===== config.mk =====
export PLATFORM = sky130hd
export DESIGN_NAME = multicycle_ctrl
export DESIGN_NICKNAME = d
export VERILOG_FILES = /design/src/rtl/multicycle_ctrl_pkg.sv /design/src/rtl/multicycle_ctrl_decode.sv /design/src/rtl/multicycle_ctrl.sv
export SDC_FILE = /design/constraint.sdc
export NUM_CORES = 1
export LEC_CHECK = 0
export ABC_AREA = 1
export BUFFER_PORTS_ARGS = -buffer_cell sky130_fd_sc_hd__buf_2
export CELL_PAD_IN_SITES_DETAIL_PLACEMENT = 1
export CELL_PAD_IN_SITES_GLOBAL_PLACEMENT = 1
export CORE_MARGIN = 2
export CORE_UTILIZATION = 40
export DETAILED_ROUTE_END_ITERATION = 16
export PLACE_DENSITY = 0.95
export SYNTH_ARGS = -nofsm -noshare
export SYNTH_HDL_FRONTEND = slang
export SYNTH_HIERARCHICAL = 1
export SYNTH_SLANG_ARGS = --single-unit
export TNS_END_PERCENT = 10

===== constraint.sdc =====
create_clock -name clk -period 3.99 [get_ports clk]
set_input_delay 0 -clock clk [delete_from_list [all_inputs] [get_ports clk]]
set_output_delay 0 -clock clk [all_outputs]
set_load 0.1 [all_outputs]

===== src/rtl/multicycle_ctrl_pkg.sv =====
// Shared definitions for the multi-cycle control path: opcode constants, the
// controller state encoding, and the alu_op / alu_src_b encodings also used by
// the immediate generator and ALU control.
// Build option: MULTICYCLE_ILLEGAL_TRAP_EN adds the TRAP state.
package multicycle_ctrl_pkg;

  localparam logic [6:0] OP_LOAD   = 7'b0000011;
  localparam logic [6:0] OP_STORE  = 7'b0100011;
  localparam logic [6:0] OP_BRANCH = 7'b1100011;
  localparam logic [6:0] OP_RTYPE  = 7'b0110011;

  localparam logic [1:0] ALU_ADD   = 2'b00;
  localparam logic [1:0] ALU_SUB   = 2'b01;
  localparam logic [1:0] ALU_FUNCT = 2'b10;

  localparam logic [1:0] SRC_B_RS2  = 2'b00;
  localparam logic [1:0] SRC_B_FOUR = 2'b01;
  localparam logic [1:0] SRC_B_IMM  = 2'b10;

  typedef enum logic [3:0] {
    StFetch  = 4'd0,
    StDecode = 4'd1,
    StExR    = 4'd2,
    StExAddr = 4'd3,
    StExBr   = 4'd4,
    StMemRd  = 4'd5,
    StMemWr  = 4'd6,
    StWbR    = 4'd7,
    StWbLd   = 4'd8
`ifdef MULTICYCLE_ILLEGAL_TRAP_EN
    , StTrap = 4'd9
`endif
  } state_e;

  function automatic logic is_known_op(input logic [6:0] op);
    return (op == OP_LOAD) || (op == OP_STORE) || (op == OP_BRANCH) || (op == OP_RTYPE);
  endfunction

endpackage


===== src/rtl/multicycle_ctrl_decode.sv =====
// Combinational state -> datapath control map for the multi-cycle controller.
// Ports:
//   state      current controller state (state_e encoding)
//   mem_ready  memory completes the current access this cycle
//   zero       ALU zero flag (branch compare)
//   mem_req/mem_we/iord, ir_write/pc_write/pc_src, alu_src_a/alu_src_b/alu_op,
//   reg_write/mem_to_reg, retire: per-state control outputs
// Any state not listed (e.g. TRAP when MULTICYCLE_ILLEGAL_TRAP_EN is defined)
// drives all controls to 0.
module multicycle_ctrl_decode
  import multicycle_ctrl_pkg::*;
(
  input  logic [3:0] state,
  input  logic       mem_ready,
  input  logic       zero,
  output logic       mem_req,
  output logic       mem_we,
  output logic       iord,
  output logic       ir_write,
  output logic       pc_write,
  output logic       pc_src,
  output logic       alu_src_a,
  output logic [1:0] alu_src_b,
  output logic [1:0] alu_op,
  output logic       reg_write,
  output logic       mem_to_reg,
  output logic       retire
);

  state_e st;
  assign st = state_e'(state);

  always_comb begin
    mem_req    = 1'b0;
    mem_we     = 1'b0;
    iord       = 1'b0;
    ir_write   = 1'b0;
    pc_write   = 1'b0;
    pc_src     = 1'b0;
    alu_src_a  = 1'b0;
    alu_src_b  = SRC_B_RS2;
    alu_op     = ALU_ADD;
    reg_write  = 1'b0;
    mem_to_reg = 1'b0;
    retire     = 1'b0;
    unique case (st)
      StFetch: begin
        // ALU computes PC+4 while the instruction is read.
        mem_req   = 1'b1;
        alu_src_b = SRC_B_FOUR;
        ir_write  = mem_ready;
        pc_write  = mem_ready;
      end
      StDecode: begin
        // Branch target PC+imm lands in ALUOut for a possible EX_BR.
        alu_src_b = SRC_B_IMM;
      end
      StExR: begin
        alu_src_a = 1'b1;
        alu_op    = ALU_FUNCT;
      end
      StExAddr: begin
        alu_src_a = 1'b1;
        alu_src_b = SRC_B_IMM;
      end
      StExBr: begin
        alu_src_a = 1'b1;
        alu_op    = ALU_SUB;
        pc_src    = 1'b1;
        pc_write  = zero;
        retire    = 1'b1;
      end
      StMemRd: begin
        mem_req = 1'b1;
        iord    = 1'b1;
      end
      StMemWr: begin
        mem_req = 1'b1;
        iord    = 1'b1;
        mem_we  = 1'b1;
        retire  = mem_ready;
      end
      StWbR: begin
        reg_write = 1'b1;
        retire    = 1'b1;
      end
      StWbLd: begin
        reg_write  = 1'b1;
        mem_to_reg = 1'b1;
        retire     = 1'b1;
      end
      default: ;
    endcase
  end

endmodule


===== src/rtl/multicycle_ctrl.sv =====
// Multi-cycle control FSM for the shared processor datapath.
// Sequences fetch/decode/execute/memory/writeback, handshakes with a single
// memory port and counts retired instructions.
// Ports:
//   clk, rst_n (synchronous, active-low; all outputs forced 0 while low)
//   opcode     instruction register [6:0]
//   zero       ALU zero flag
//   mem_ready  memory completes current access this cycle
//   mem_req, mem_we, iord, ir_write, pc_write, pc_src, alu_src_a, alu_src_b,
//   alu_op, reg_write, mem_to_reg  datapath controls
//   retire     one-cycle pulse per completed instruction
//   instret    retired-instruction count (CNT_W bits, wraps)
//   illegal    sticky illegal-opcode flag
// Build option: MULTICYCLE_ILLEGAL_TRAP_EN -- unknown opcodes trap (sticky
// illegal, no retire, exit only by reset). Otherwise they retire as a NOP.
module multicycle_ctrl
  import multicycle_ctrl_pkg::*;
#(
  parameter int unsigned CNT_W = 32
) (
  input  logic             clk,
  input  logic             rst_n,
  input  logic [6:0]       opcode,
  input  logic             zero,
  input  logic             mem_ready,
  output logic             mem_req,
  output logic             mem_we,
  output logic             iord,
  output logic             ir_write,
  output logic             pc_write,
  output logic             pc_src,
  output logic             alu_src_a,
  output logic [1:0]       alu_src_b,
  output logic [1:0]       alu_op,
  output logic             reg_write,
  output logic             mem_to_reg,
  output logic             retire,
  output logic [CNT_W-1:0] instret,
  output logic             illegal
);

  state_e           state_q, state_d;
  logic [CNT_W-1:0] instret_q;
  logic             known_op;
  logic             nop_retire;
  logic             retire_int;

  logic       dec_mem_req, dec_mem_we, dec_iord, dec_ir_write, dec_pc_write, dec_pc_src;
  logic       dec_alu_src_a, dec_reg_write, dec_mem_to_reg, dec_retire;
  logic [1:0] dec_alu_src_b, dec_alu_op;

  assign known_op = is_known_op(opcode);

  multicycle_ctrl_decode u_decode (
    .state      (state_q),
    .mem_ready  (mem_ready),
    .zero       (zero),
    .mem_req    (dec_mem_req),
    .mem_we     (dec_mem_we),
    .iord       (dec_iord),
    .ir_write   (dec_ir_write),
    .pc_write   (dec_pc_write),
    .pc_src     (dec_pc_src),
    .alu_src_a  (dec_alu_src_a),
    .alu_src_b  (dec_alu_src_b),
    .alu_op     (dec_alu_op),
    .reg_write  (dec_reg_write),
    .mem_to_reg (dec_mem_to_reg),
    .retire     (dec_retire)
  );

  always_comb begin
    state_d = state_q;
    unique case (state_q)
      StFetch:  if (mem_ready) state_d = StDecode;
      StDecode: begin
        case (opcode)
          OP_RTYPE:          state_d = StExR;
          OP_LOAD, OP_STORE: state_d = StExAddr;
          OP_BRANCH:         state_d = StExBr;
`ifdef MULTICYCLE_ILLEGAL_TRAP_EN
          default:           state_d = StTrap;
`else
          default:           state_d = StFetch;
`endif
        endcase
      end
      StExR:    state_d = StWbR;
      StExAddr: state_d = (opcode == OP_STORE) ? StMemWr : StMemRd;
      StExBr:   state_d = StFetch;
      StMemRd:  if (mem_ready) state_d = StWbLd;
      StMemWr:  if (mem_ready) state_d = StFetch;
      StWbR:    state_d = StFetch;
      StWbLd:   state_d = StFetch;
      default:  state_d = state_q;
    endcase
  end

`ifdef MULTICYCLE_ILLEGAL_TRAP_EN
  logic illegal_q;
  assign nop_retire = 1'b0;

  always_ff @(posedge clk) begin
    if (!rst_n) begin
      illegal_q <= 1'b0;
    end else if (state_q == StDecode && !known_op) begin
      illegal_q <= 1'b1;
    end
  end

  assign illegal = rst_n & illegal_q;
`else
  // Unknown opcodes complete in DECODE as a NOP.
  assign nop_retire = (state_q == StDecode) && !known_op;
  assign illegal    = 1'b0;
`endif

  assign retire_int = dec_retire | nop_retire;

  always_ff @(posedge clk) begin
    if (!rst_n) begin
      state_q   <= StFetch;
      instret_q <= '0;
    end else begin
      state_q <= state_d;
      if (retire_int) instret_q <= instret_q + CNT_W'(1);
    end
  end

  // Outputs are gated combinationally so nothing leaks while reset is held.
  assign mem_req    = rst_n & dec_mem_req;
  assign mem_we     = rst_n & dec_mem_we;
  assign iord       = rst_n & dec_iord;
  assign ir_write   = rst_n & dec_ir_write;
  assign pc_write   = rst_n & dec_pc_write;
  assign pc_src     = rst_n & dec_pc_src;
  assign alu_src_a  = rst_n & dec_alu_src_a;
  assign alu_src_b  = rst_n ? dec_alu_src_b : 2'b00;
  assign alu_op     = rst_n ? dec_alu_op : 2'b00;
  assign reg_write  = rst_n & dec_reg_write;
  assign mem_to_reg = rst_n & dec_mem_to_reg;
  assign retire     = rst_n & retire_int;
  assign instret    = rst_n ? instret_q : '0;

endmodule


# Yosys cells after proc, flatten, opt, wreduce, memory -nomap -nowiden
# Index checks and enable logic that the tools add are counted.
[word_totals]
word_cells = 65
regBits = 36
input_bits = 11
out_inout_bits = 47
[op_classes]
n_eq_ne = 15
muxes = 21
addsub = 1
n_bitwise = 11
n_reduce_logical = 15
[op_table]
columns = ["op", "n"]
rows = [
  ["$add 32x1->32 const B", 1],
  ["$mux 32", 1],
  ["$pmux 4 s7", 1],
  ["$eq 4x3->1 const B", 4],
  ["$eq 7x6->1 const B", 2],
  ["$mux 4", 3],
  ["$and 1x1->1", 10],
  ["$pmux 3 s3", 1],
  ["$reduce_or 3->1", 3],
  ["$eq 4x2->1 const B", 2],
  ["$mux 1", 8],
  ["$pmux 2 s2", 2],
  ["$reduce_or 2->1", 4],
  ["$eq 7x2->1 const B", 1],
  ["$eq 7x7->1 const B", 1],
  ["$reduce_bool 7->1", 1],
  ["$mux 2", 3],
  ["$ne 2x2->1 const B", 3],
  ["$eq 4x1->1 const B", 1],
  ["$eq 4x4->1 const B", 1],
  ["$logic_not 4->1", 1],
  ["$pmux 1 s2", 2],
  ["$reduce_and 4->1", 1],
  ["$logic_or 1x1->1", 3],
  ["other kinds (3)", 3],
]

# Depth between registers and ports, before layout
[logic_depth]
word_depth = 8
mapped_depth = 11

# By module
# The synthesis kept the hierarchy.
[by_module_without_submodules]
columns = ["mod", "cells_each", "area_each_um2", "n_inst"]
rows = [
  ["multicycle_ctrl", 463, 2697.6, 1],
  ["multicycle_ctrl_decode", 34, 162.7, 1],
]

# Worst setup path after synthesis
# No wires, ideal clock.
[synth_path]
path_type = "register to output"
startpoint = "register state_q[0]"
endpoint = "output port retire"
setup_slack_ns = 2.217
t_required_ns = 3.990
stages_incl_launch_ff = 10
path_buffers = 1
arrival_time_ns = 1.773
path_cell_list = "dfxtp_1 nand2_1 nor2_2 nor2_2 nand2_1 inv_1 nand2_8 buf_6 nand2_4 inv_1"
[synth_between]
elab_chain_cells = 5
elab_cells_between_ends = 10
cone_classes = "5 x eq/ne; 1 x mux; 2 x bitwise; 2 x reduce/logical"
[synth_lines]
columns = ["item", "line", "text"]
rows = [
  ["from (decl)", "multicycle_ctrl.sv:42", "state_e state_q, state_d;"],
  ["from (signal assigned)", "multicycle_ctrl.sv:122", "state_q <= StFetch;"],
  ["from (signal assigned)", "multicycle_ctrl.sv:125", "state_q <= state_d;"],
  ["$eq 4x3->1 / $eq 4x4->1 (equally long branches)", "multicycle_ctrl_decode.sv:46", "unique case (st)"],
  ["$reduce_or 3->1 (no line)", "n/a", ""],
  ["$pmux 1 s2 (*)", "multicycle_ctrl_decode.sv:46", ""],
  ["via dec_retire", "multicycle_ctrl.sv:49", "logic dec_alu_src_a, dec_reg_write, dec_mem_to_reg, dec_retire;"],
  ["$or 1x1->1 (*)", "multicycle_ctrl.sv:118", "assign retire_int = dec_retire | nop_retire;"],
  ["$and 1x1->1 (*)", "multicycle_ctrl.sv:142", "assign retire = rst_n & retire_int;"],
  ["to (decl)", "multicycle_ctrl.sv:37", "output logic retire,"],
]
# Mark *: on every way through the listed nets, which the timed path passes. The rest lies on a longest branch.

# Worst setup path after layout
# Same ends and word-level chain as after synthesis.

==> impl_metrics.yaml <==
detailed_routing:
  wirelength_um: 8120
  first_pass_iters: 4
  remaining_drc_errors: 0
  via_count: 3174
  drtIter0Drc: 111
  routedWlPerCell_um: 12.6
  ant_nets: 0
  via_per_inst: 4.94
yosys:
  yosys.area.top_type: "dfxtp_1"
  synth_edf_count: 0
  synth-seq-cells: 36
  synthesis.area_sq_mm: 0.00286
  synth_common_cells: "nand2_1, inv_1, nor2_1, nand3_1, dfxtp_1"
  yosysMostFrequentCell: "nand2_1"
  synth_top_area_share_pct: 25.2
  synth_area_per_cell_sq_um: 5.76
  synth_warnings: 6
  yosysUniqueCellTypes: 34
  synth_area_leaders: "dfxtp_1, nand2_1, inv_1"
  ys.flop_type: "dfxtp_1"
  syn_inst: 497
  async_flop_share_pct: 0
  synth_fp_nets: 509
  ys_seq_area_share_pct: 25.2
clock_tree:
  cts_sinks: 36
  holdBufCountCts: 0
  clk_latency_ps: 300
  cts_tree: "built"
  post_cts_buffers: 0
  clkTransAtPathRegs_ps: 80
  cts.repair.resized: 0
  htree_levels: 2
  numCtsBuffers: 5
  clockBufferDepth: 2
  cts-root-buf: "clkbuf_8"
critical_path:
  timing.rr.start: "state_q[0]"
  r2r_cells: 10
  cp-start-kind: "register"
  crit_fanout: 54
  setup.worst_path.end_class: "output port"
  slowest_delay_ps: 540
  cp_slowest_cell: "dfxtp_1"
  critPathTopFamily: "simple AND/OR/NAND/NOR gates"
  crit_path_cell_trace: "nand2_1 -> nor2_2 -> nor2_2 -> nand2_1 -> inv_1 -> nand2_8 -> nand2_4 -> inv_1 -> buf_2"
  worstPathArrival_ps: 2220
  crit_start: "state_q[0]"
  worstPathRequired_ps: 3990
  timing.critical_path.buf_inv: 3
  worst-setup-path-type: "reg2out"
  cp.depth: 9
cells_and_area:
  n_antenna_cell: 0
  final_area_sq_mm: 0.00329
  fin_nets: 557
  multiInputGateArea_sq_mm: 0.00169
  area_growth_pct: 15.0
  seq_area_sq_um: 721
  fin_cells: 642
  fillers: 992
  drive_gt1_share_pct: 20.1
placed_design:
  globalplace.congestion: 0.880
  io_buffers: 56
  dpl_cell_area_sq_mm: 0.00316
  dp.final_hpwl_um: 6070
  dpl.cell_count: 634
grt:
  grt_pass1_wl_um: 13900
  antenna_found_initial: 0
  grt_overflow: 0
  first_global_vias: 3119
  grt_max_degree: 55
  track_usage_pct: 22.3
floorplanning:
  boundaryPins: 58
  die-area_sq_mm: 0.00784
  initial_utilization_pct: 41.6
  die_w_um: 88.6
  coreArea_sq_mm: 0.00687
  die_y_um: 88.6
  rows: 30
worst_hold_path:
  min-delay-path-class: "in2reg"
  worstHoldStart: "mem_ready"
  hold-path-cell-count: 4
pwr:
  leakagePower_uw: 0.00181
  ir_worst_vdd_mv: 0.186
  p_per_area_mw_per_mm2: 336
timing:
  setup_viol: 0
  max_slew_margin_pct: 46.4
  worstMarginPinSlew_ps: 805
  clock_skew_ps: 11.0
  fmax_mhz: 451
  tns_ps: 0
  finalHoldViolCount: 0
  finalMaxSlewViolations: 0
  rsz0062_at_grt: "false"
  fin_crit_sh_pct: 55.6
  fin_crit_ps: 2220
outcome:
  outcome: "finished clean"
job:
  drv_cap: 0
per-stage QoR:
stage	utilization [%]	power, uW	hold slack (ps)	setup slack, ps
6_report	47.9	1110	115	1770
5_1_grt	47.9	1160	141	1570
3_3_place_gp	46.0	734	414	2200
2_1_floorplan	-	719	245	2220
3_5_place_dp	46.0	749	447	2090
4_1_cts	47.9	1110	125	1760
placed cells by master (no fill, tap or decap), types with 3 or more instances in the layout:
cell type / n
nand2_2: 5
nand3_1: 37
nor2_4: 7
nand2_1: 155
inv_2: 5
clkbuf_8: 7
nand2_4: 4
nor3_1: 5
nor2_2: 16
a21oi_1: 33
xnor2_1: 3
nand4_1: 5
dfxtp_1: 36
buf_2: 56
inv_1: 86
nor2_1: 62
o21ai_1: 3
per-layer routing:
layer  up-vias  global-route usage (%)  routed length [um]
li1       1605                       -                   -
met1      1495                    26.1                3510
met2        63                    40.9                4190
met3        11                    4.20                 314
met4         0                    6.61                 102
met5         -                       0                   0
area by class of cell:
type                            count  share of cell area, %
Multi-Input combinational cell    354                   51.4
Sequential cell                    36                   21.9
Inverter                           91                   10.4
Timing Repair Buffer               57                   8.75
Tap cell                           96                   3.65
Clock buffer                        7                   2.93
Clock inverter                      1                  0.913
cells by family (layout without fill, tap and decap cells):
group | Yosys count | in the layout | synth area share [%]
AOI/OAI and AO/OA | 46 | 46 | 9.10
xor gates and xnor gates | 4 | 4 | 1.23
adders and majority gates | 1 | 1 | 0.437
buffers and inverters | 107 | 156 | 15.7
DFF | 36 | 36 | 25.2
other | 1 | 1 | 0.131
and+or+nand+nor | 302 | 302 | 48.3
registers in the layout, summed over array words and instances, names as in the netlist:
name       flops
state_q        4
instret_q     32
worst min-delay path, cell delays in order:
cell and delay [ps]:
buf_2 120, nand2_1 100, nand3_1 90, a21oi_1 60
final timing paths:
kind                   endpoint  slack [ps]
setup / recovery         retire        1770
hold / removal       state_q[1]         110
setup reg to reg  instret_q[10]        2120
hold reg to reg   instret_q[31]         530
power breakdown:
| group | internal (uW) | switching (uW) | leakage (uW) |
|---|---|---|---|
| sequential | 371 | 23.9 | 0.000291 |
| clock | 221 | 144 | 0.0000645 |
| combinational | 66.3 | 279 | 0.00145 |
Note: power is estimated with default switching activity, not from simulation.
